===== src/rtl/code_skid_pkg.sv =====
// Shared types and constants for the code skid stage and its optional code filter.
package code_skid_pkg;

  typedef enum logic [1:0] {
    EMPTY = 2'd0,
    ONE   = 2'd1,
    FULL  = 2'd2
  } skid_state_e;

  // Codes the downstream decoder has explicit arms for.
  localparam int CODE_LEGAL_MIN = 1;
  localparam int CODE_LEGAL_MAX = 2;

  localparam int DROP_CNT_W = 8;

endpackage


===== src/rtl/code_skid_stage_filter.sv =====
// code_filter: legality check on incoming selector codes plus a saturating drop counter.
// Only instantiated when CODE_SKID_FILTER_EN is defined.
module code_filter
  import code_skid_pkg::*;
#(
  parameter int W = 4
) (
  input  logic                  clk,
  input  logic                  rst_n,
  input  logic                  in_fire,
  input  logic [W-1:0]          code,
  output logic                  legal,
  output logic [DROP_CNT_W-1:0] drop_cnt
);

  always_comb begin
    legal = (int'(code) >= CODE_LEGAL_MIN) && (int'(code) <= CODE_LEGAL_MAX);
  end

  // Counts handshaken-but-discarded codes, sticking at all-ones.
  always_ff @(posedge clk or negedge rst_n) begin
    if (!rst_n) begin
      drop_cnt <= '0;
    end else if (in_fire && !legal && (drop_cnt != '1)) begin
      drop_cnt <= drop_cnt + 1'b1;
    end
  end

endmodule


===== src/rtl/code_skid_stage.sv =====
// Two-entry registered skid stage feeding a registered selector x to the case decoder.
// Optional feature: define CODE_SKID_FILTER_EN to discard codes outside the legal set.
module code_skid_stage
  import code_skid_pkg::*;
#(
  parameter int W = 4
) (
  input  logic                  clk,
  input  logic                  rst_n,
  input  logic                  in_valid,
  input  logic [W-1:0]          in_code,
  output logic                  in_ready,
  output logic                  out_valid,
  output logic [W-1:0]          x,
  input  logic                  out_ready,
  output logic [DROP_CNT_W-1:0] drop_cnt
);

  skid_state_e  state_q, state_d;
  logic [W-1:0] skid;
  logic         in_fire, out_fire, store;
  logic         load_x, load_skid, skid_to_x;

  assign in_fire  = in_valid & in_ready;
  assign out_fire = out_valid & out_ready;

`ifdef CODE_SKID_FILTER_EN
  logic code_legal;

  code_filter #(.W(W)) u_filter (
    .clk      (clk),
    .rst_n    (rst_n),
    .in_fire  (in_fire),
    .code     (in_code),
    .legal    (code_legal),
    .drop_cnt (drop_cnt)
  );

  // A filtered code completes its handshake but never enters storage.
  assign store = in_fire & code_legal;
`else
  assign store    = in_fire;
  assign drop_cnt = '0;
`endif

  always_ff @(posedge clk or negedge rst_n) begin
    if (!rst_n) begin
      state_q <= EMPTY;
    end else begin
      state_q <= state_d;
    end
  end

  always_comb begin
    state_d   = state_q;
    load_x    = 1'b0;
    load_skid = 1'b0;
    skid_to_x = 1'b0;
    case (state_q)
      EMPTY: begin
        if (store) begin
          load_x  = 1'b1;
          state_d = ONE;
        end
      end
      ONE: begin
        if (store && !out_fire) begin
          load_skid = 1'b1;
          state_d   = FULL;
        end else if (!store && out_fire) begin
          state_d = EMPTY;
        end else if (store && out_fire) begin
          load_x = 1'b1;
        end
      end
      FULL: begin
        if (out_fire) begin
          skid_to_x = 1'b1;
          state_d   = ONE;
        end
      end
      default: state_d = EMPTY;
    endcase
  end

  always_comb begin
    out_valid = (state_q != EMPTY);
  end

  // in_ready is registered from the next state so no combinational path reaches upstream.
  always_ff @(posedge clk or negedge rst_n) begin
    if (!rst_n) begin
      in_ready <= 1'b1;
      x        <= '0;
      skid     <= '0;
    end else begin
      in_ready <= (state_d != FULL);
      if (load_x) begin
        x <= in_code;
      end else if (skid_to_x) begin
        x <= skid;
      end
      if (load_skid) begin
        skid <= in_code;
      end
    end
  end

endmodule

===== config.mk =====
export PLATFORM = sky130hd
export DESIGN_NAME = code_skid_stage
export DESIGN_NICKNAME = d
export VERILOG_FILES = /design/src/rtl/code_skid_pkg.sv /design/src/rtl/code_skid_stage_filter.sv /design/src/rtl/code_skid_stage.sv
export SDC_FILE = /design/constraint.sdc
export NUM_CORES = 1
export LEC_CHECK = 0
export CELL_PAD_IN_SITES_DETAIL_PLACEMENT = 0
export CELL_PAD_IN_SITES_GLOBAL_PLACEMENT = 1
export CORE_ASPECT_RATIO = 0.75
export CORE_MARGIN = 4
export CORE_UTILIZATION = 32
export DETAILED_ROUTE_END_ITERATION = 7
export PLACE_DENSITY = 0.74
export SLEW_MARGIN = 25
export SYNTH_ARGS = -nofsm -noshare
export SYNTH_HDL_FRONTEND = slang
export SYNTH_SLANG_ARGS = --single-unit

===== constraint.sdc =====
create_clock -name clk -period 1.53 [get_ports clk]
set_input_delay 0.306 -clock clk [delete_from_list [all_inputs] [get_ports clk]]
set_output_delay 0.306 -clock clk [all_outputs]
set_load 0.005 [all_outputs]

**After elaboration in Yosys (flattened, before gate mapping)**

Cells that the tools add are included.

- Bits in registers: 11
- Input port bits: 8
- Logic and storage cells: 33

- Eq/ne operators: 3
- Multiplexer cells: 16
- Bitwise gates (word level): 2
- Reductions and logical operators: 8

Operators by type and width:

| kind | number |
|---|---|
| two-way mux 1 bit | 8 |
| two-way mux 2 bit | 4 |
| two-way mux 4 bit | 2 |
| one-hot mux 2 bit (3 select lines) | 1 |
| nonzero test 2 bit | 2 |
| logical AND 1 bit | 3 |
| bitwise AND 1 bit | 2 |
| == test 2 x 1 -> 1 bit (second input constant) | 1 |
| == test 2 bit (second input constant) | 1 |
| logical NOT 1 bit | 2 |
| logical NOT 2 bit | 1 |
| != test 2 bit (second input constant) | 1 |
| one-hot mux 1 bit (2 select lines) | 1 |

**Depth between registers and ports, before layout**

Gate-level depths: netlist (run 1).

- Depth after elaboration: 8
- Mapped depth: 3

**Worst setup path after synthesis (run 1)**

No wires, ideal clock.

- Path type: register to register
- Start point: register in_ready
- End point: register skid[0]
- Library setup time: 125 ps
- Arrival: 1224 ps
- Data required time: 1405 ps
- Path slack: 182 ps
- Cell stages (with the launch flop): 4
- Path buffers: 0
- Path through: dfstp_2 nand2_1 nor3_4 mux2_2

- Word-level cells in the longest chain between the ends: 4

Ends and longest elaborated chain:

| element | line | text |
|---|---|---|
| start, declared | code_skid_stage.sv:12 | `output logic in_ready,` |
| start signal, assigned | code_skid_stage.sv:97 | `in_ready <= (state_d != FULL);` |
| bitwise AND 1 bit | code_skid_stage.sv:24 | `assign in_fire = in_valid & in_ready;` |
| logical AND 1 bit | code_skid_stage.sv:67 | `if (store && !out_fire) begin` |
| two-way mux 1 bit | code_skid_stage.sv:67 |  |
| two-way mux 1 bit | code_skid_stage.sv:59 | `case (state_q)` |
| end signal, assigned | code_skid_stage.sv:104 | `skid <= in_code;` |
| end, declared | code_skid_stage.sv:20 | `logic [W-1:0] skid;` |

No other way between the ends.
A chain may end at the register's enable or synchronous reset.

**Worst setup path in the final report (run 1)**

- Start point: register state_q[1]
- End point: output port out_valid

- Word-level cells in the longest chain between the ends: 1

Ends and longest elaborated chain:

| element | line | text |
|---|---|---|
| start, declared | code_skid_stage.sv:19 | `skid_state_e state_q, state_d;` |
| start signal, assigned | code_skid_stage.sv:50 | `state_q <= state_d;` |
| nonzero test 2 bit | code_skid_stage.sv:87 | `out_valid = (state_q != EMPTY);` |
| end, declared | code_skid_stage.sv:13 | `output logic out_valid,` |

No other way between the ends.

==> results.toml, run 1 <==
[cts]
cts_tree = "done"
postCtsHoldBufs = 0
clk_latency_ns = 0.27
clkSlewWorstSetupHoldPaths_ns = 0.07
cts-root-buf = "clkbuf_4"
cts_buffers = 3
cts_buffer_depth = 2
h-tree-depth = 1
cts.sinks = 11

[synthesis]
synth.largest_area_cell = "dfrtp_1"
ys_seq_area_share_pct = 46.53
syn_avg_cell_area_um2 = 12.92
yosysWarningCount = 0
synth_area_leaders = "dfrtp_1 (42%), buf_4 (10%), mux2_4 (10%)"
synth_cells = 46
synth_cell_types = 19
synth-seq-cells = 11
synth_top_area_share_pct = 42.11
synthesis.area_um2 = 594.3

[floorplan]
ios = 22
die-area_um2 = 2618
dieWidth_um = 57.76
dieHeight_um = 45.32
initial_utilization_pct = 34.15
core_area_um2 = 1740
rows = 13

[final_layout]
multi_input_area_um2 = 282.8
area_growth_pct = 31.58
drive_gt1_share_pct = 37.31
seqCellArea_um2 = 276.5
fin_nets = 76
antenna_cells = 0
fill_cells = 165
finish.utilization_pct = 44.93

[global_routing]
grtUsageMet2_pct = 13.96
met3_usage_pct = 4.571
grt_start_max_net_pins = 12
overflow = 0
grt_pass1_vias = 375
grt_pass1_wl_um = 1669
grt.busiest_layer = "met2"
globalRouteMet1Util_pct = 10.04
antenna_found_initial = 0
grt_use_total_pct = 8.851

[sta]
whs_ns = 0.3623
fin_crit_ns = 1.507
drv_slew = 0
setup_tns_ns = 0
setup_slack_ns = 0.02263
grt_setup_unrepaired = "yes"
finalHoldViolations = 0
fmax_mhz = 663.4
finalCritPeriodShare_pct = 98.52
setup_viol = 0
fin_worst_skew_ns = 0.004465

[route]
vias_per_cell = 4.303
vias = 383
firstDrtPassIters = 2
drc = 0
finalWirelength_um = 1048
ant_nets = 0
drtIter0Drc = 3
wl_per_cell_um = 11.78

[power]
finalPower_w = 0.001273
power.density_nw_per_um2 = 1628
max-vdd-ir-drop_uv = 773.0
leakage_nw = 0.3584

[setup_path]
cp_max_fo = 2
cp-end-kind = "output port"
criticalPathCategory = "register to output port"
critPathArrivalTime_ns = 1.20
cp.required_ns = 1.22
critPathLaunchType = "register"

[placement]
place_congestion = 0.6425
io_buffer_count = 13
hpwl_um = 814.3
pre_cts_slack_ns = -0.2292

[worst_hold_path]
hp-class = "primary input to async pin"

[status]
status = "finished clean"

[flow_run]
cap_viol_max_count = 0
## registers in the layout (all words and copies together) (netlist names)
name	cells
skid	4
state_q	2
in_ready	1
x	4
## power by group
| part | internal, W | leakage [nW] | switching (W) |
|---|---|---|---|
| logic | 0.000384 | 0.213 | 0.000195 |
| clock network | 0.000101 | 0.0150 | 0.0000974 |
| registers | 0.000430 | 0.130 | 0.0000657 |
| total | 0.000915 | 0.358 | 0.000358 |
## cells in the final DEF (no fill, tap or decap), drive strengths merged
| cell | n |
|---|---|
| o22ai | 1 |
| mux2 | 13 |
| dfrtp | 10 |
| nand3b | 1 |
| nor3b | 1 |
| and3b | 1 |
| clkdlybuf4s50 | 11 |
| clkbuf | 4 |
| nand2 | 2 |
| nor3 | 1 |
| dlygate4sd2 | 2 |
| a21oi | 1 |
| conb | 8 |
| or2 | 2 |
| nand2b | 1 |
| dfstp | 1 |
| buf | 5 |
| inv | 1 |
| nor2 | 1 |
## metrics by stage
stage / instances / cell area (µm²)
2_1_floorplan: 53 / 620.6
4_1_cts: 88 / 772.0
3_3_place_gp: 83 / 740.7
6_report: 89 / 782.0
5_1_grt: 89 / 782.0
3_5_place_dp: 83 / 740.7
## layer usage
layer / part of all wire [%] / routed length, µm
met4: 1.6 / 17
met2: 49 / 513
met1: 42 / 442
met3: 7.2 / 75
met5: 0 / 0
## cells in the mapped netlist
cell       n
or2_2      2
buf_4      8
a21oi_1    1
mux2_2     5
nand2_2    1
nand2b_1   1
dfrtp_1   10
nor3_4     1
o22ai_1    1
mux2_4     4
nor3b_1    1
dfstp_2    1
nand3b_2   1
inv_1      1
nor2_1     1
and3b_2    1
conb_1     1
mux2_1     4
nand2_1    1
## timing repair
action / in CTS / in global routing
resized for setup: 2 / 1
setup endpoints to repair: 2 / 7
buffers inserted: 1 / 1
## area by class of cell
class                      count  area share, %
inverter                       1         0.4800
sequential                    11          35.36
timing repair buffer          18          21.12
clock buffer                   4          3.360
tap                           22          3.520
multi-input combinational     33          36.16
## worst max-delay path, cell delays in order (launching register included)
cell and delay [ns]:
dfrtp_1 0.39, or2_2 0.29, dlygate4sd2_1 0.26
## cells by family (layout without fill, tap and decap cells)
family	after synthesis	after routing	synth area share, %
buffers and inverters	9	23	10.74
and+or+nand+nor	10	10	13.05
AOI/OAI and AO/OA	2	2	1.895
muxes	13	13	27.16
DFF	11	11	46.53
other	1	8	0.6310
## worst paths after layout
check                                     start                  end  slack (ns)  cells past startpoint
setup reg to reg           state_q[0]$_DFF_PN0_     x[1]$_DFFE_PN0P_        0.02                      4
hold reg to reg             skid[0]$_DFFE_PN0P_  skid[0]$_DFFE_PN0P_        0.51                      1
hold / removal                            rst_n     x[2]$_DFFE_PN0P_        0.36                      1
max in group asynchronous                 rst_n   in_ready$_DFF_PN1_        0.81                      1
min in group clk            skid[0]$_DFFE_PN0P_  skid[0]$_DFFE_PN0P_        0.51                      1
setup / recovery           state_q[1]$_DFF_PN0_            out_valid        0.02                      2
(Power assumes the default switching activity.)
==> run 2, diff against run 1 <==
--- a/config.mk
+++ b/config.mk
@@ -11,7 +11,7 @@
 export CORE_MARGIN = 4
 export CORE_UTILIZATION = 32
 export DETAILED_ROUTE_END_ITERATION = 7
-export PLACE_DENSITY = 0.74
+export PLACE_DENSITY_LB_ADDON = 0.1
 export SLEW_MARGIN = 25
 export SYNTH_ARGS = -nofsm -noshare
 export SYNTH_HDL_FRONTEND = slang
==> run 2 against run 1 <==
- wire length rose by 3.6%
- global-route usage up 0.17 points
- die area did not move
- cell count is 1.1% higher
- first-iteration DRC count fell by 100%
- critical path type unchanged
- critical endpoint unchanged
==> results.toml, run 2 (synthesized netlist as in run 1, its figures left out) <==
[route]
wl_per_cell_um = 12.07
ant_nets = 0
firstDrtPassIters = 1
drc = 0
finalWirelength_um = 1086
vias = 384
drtIter0Drc = 0
vias_per_cell = 4.267

[final_layout]
layout_common_cells = "clkdlybuf4s50_1 (11), dfrtp_1 (10), conb_1 (8), buf_4 (6), mux2_2 (5)"
area_growth_pct = 35.16
final_cells = 90
reg_top3 = "skid (4), x (4), state_q (2)"
fill_cells = 162
antenna_cells = 0
mostFrequentLayoutCell = "clkdlybuf4s50_1"
fin_nets = 77
drive_gt1_share_pct = 38.24

[setup_path]
critPathLaunch = "state_q[1]$_DFF_PN0_"
criticalPathCategory = "register to output port"
worst-r2r-setup-slack_ns = 0.05
critPathLaunchType = "register"
cp.required_ns = 1.22
cp-end-kind = "output port"
timing.rr.end = "x[2]$_DFFE_PN0P_"
cp_max_fo = 2
critPathArrivalTime_ns = 1.20
reg2reg_depth = 5
setup.worst_path.end = "out_valid"
worstReg2RegStart = "state_q[1]$_DFF_PN0_"

[sta]
fin_worst_skew_ns = 0.006785
whs_ns = 0.3791
tightest_slew_ns = 0.5282
drv_slew = 0
setup_tns_ns = 0
max_slew_margin_pct = 64.68
finalCritPeriodShare_pct = 98.14
setup_viol = 0
fmax_mhz = 666.0
fin_crit_ns = 1.502
finalHoldViolations = 0

[cts]
clkSlewWorstSetupHoldPaths_ns = 0.07
cts_tree = "done"
cts_buffers = 3
cts_buffer_depth = 2
cts.sinks = 11
clk_latency_ns = 0.27
h-tree-depth = 1
cts-root-buf = "clkbuf_4"

[power]
max-vdd-ir-drop_uv = 682.3
finalPower_w = 0.001298
power.density_nw_per_um2 = 1616
leakage_nw = 0.3853

[floorplan]
dieHeight_um = 45.32
ios = 22
initial_utilization_pct = 34.15
rows = 13
die-area_um2 = 2618
core_area_um2 = 1740
dieWidth_um = 57.76

[placement]
hpwl_um = 785.7
io_buffer_count = 13
place_congestion = 0.7892
place_inst = 84

[global_routing]
grt_pass1_vias = 381
overflow = 0
grt_use_total_pct = 9.024
grt_pass1_wl_um = 1642
antenna_found_initial = 0
grt_start_max_net_pins = 12

[worst_hold_path]
hp-class = "primary input to async pin"

[status]
status = "finished clean"

[flow_run]
cap_viol_max_count = 0
==> run 2: cell count changes in the layout (fill, tap and decap cells not counted) <==
cell      delta
nand3b_4     +1
nand2b_2     -1
nand2b_4     +1
nand3b_2     -1
buf_4        +1
==> run 2: what timing repair did <==
action / CTS / global route
pin swaps: 0 / 1
endpoints found under the setup margin: 2 / 5
cloned: 0 / 0
hold buffers: 0 / 0
setup buffers: 1 / 1
gates resized for setup: 3 / 2
==> run 2: how the worst min path moves through the flow <==
stage / start / to / slack (ns) / cells after the start
floorplan: rst_n / skid[0]$_DFFE_PN0P_ / 0.01 / 0
global placement: skid[1]$_DFFE_PN0P_ / skid[1]$_DFFE_PN0P_ / 0.49 / 1
detailed placement: skid[0]$_DFFE_PN0P_ / skid[0]$_DFFE_PN0P_ / 0.49 / 1
CTS: rst_n / x[0]$_DFFE_PN0P_ / 0.38 / 1
global route: rst_n / state_q[1]$_DFF_PN0_ / 0.42 / 1
finish: rst_n / state_q[1]$_DFF_PN0_ / 0.38 / 1
==> run 2: power by group <==
group          internal (W)  switching [W]  leakage [nW]
clock              0.000101      0.0000997        0.0150
combinational      0.000403       0.000204         0.240
sequential         0.000430      0.0000597         0.130
total              0.000934       0.000364         0.385
==> run 2: area by class of cell <==
type	count	area (µm²)	area share, %
sequential	11	276.5	34.42
timing repair buffer	19	172.7	21.50
multi-input combinational	33	296.5	36.92
inverter	1	3.754	0.4673
clock buffer	4	26.28	3.271
tap	22	27.53	3.427
==> run 2: metrics by stage <==
step           utilization [%]  area, µm²  setup WS (ns)
5_1_grt                  46.15      803.3       -0.01613
6_report                 46.15      803.3        0.02840
3_3_place_gp             42.99      748.2        -0.1940
3_5_place_dp             42.99      748.2        -0.2127
4_1_cts                  45.29      788.3       0.009096
2_1_floorplan                -      620.6         0.1816
==> run 2: layer usage <==
metal,share of wire [%],global-route usage [%]
met5,0,0
met2,45,15.32
met4,0,2.778
met3,9.5,5.714
met1,46,9.298
==> run 2: critical path, stage by stage (launching register included) <==
cell           delay, ns
dfrtp_1             0.38
or2_2               0.28
dlygate4sd2_1       0.26
==> run 3, diff against run 2 <==
--- a/config.mk
+++ b/config.mk
@@ -5,6 +5,7 @@
 export SDC_FILE = /design/constraint.sdc
 export NUM_CORES = 1
 export LEC_CHECK = 0
+export ABC_AREA = 0
 export CELL_PAD_IN_SITES_DETAIL_PLACEMENT = 0
 export CELL_PAD_IN_SITES_GLOBAL_PLACEMENT = 1
 export CORE_ASPECT_RATIO = 0.75
==> results of run 3 <==
The final DEF is identical to that of run 2; final timing and power are the same.
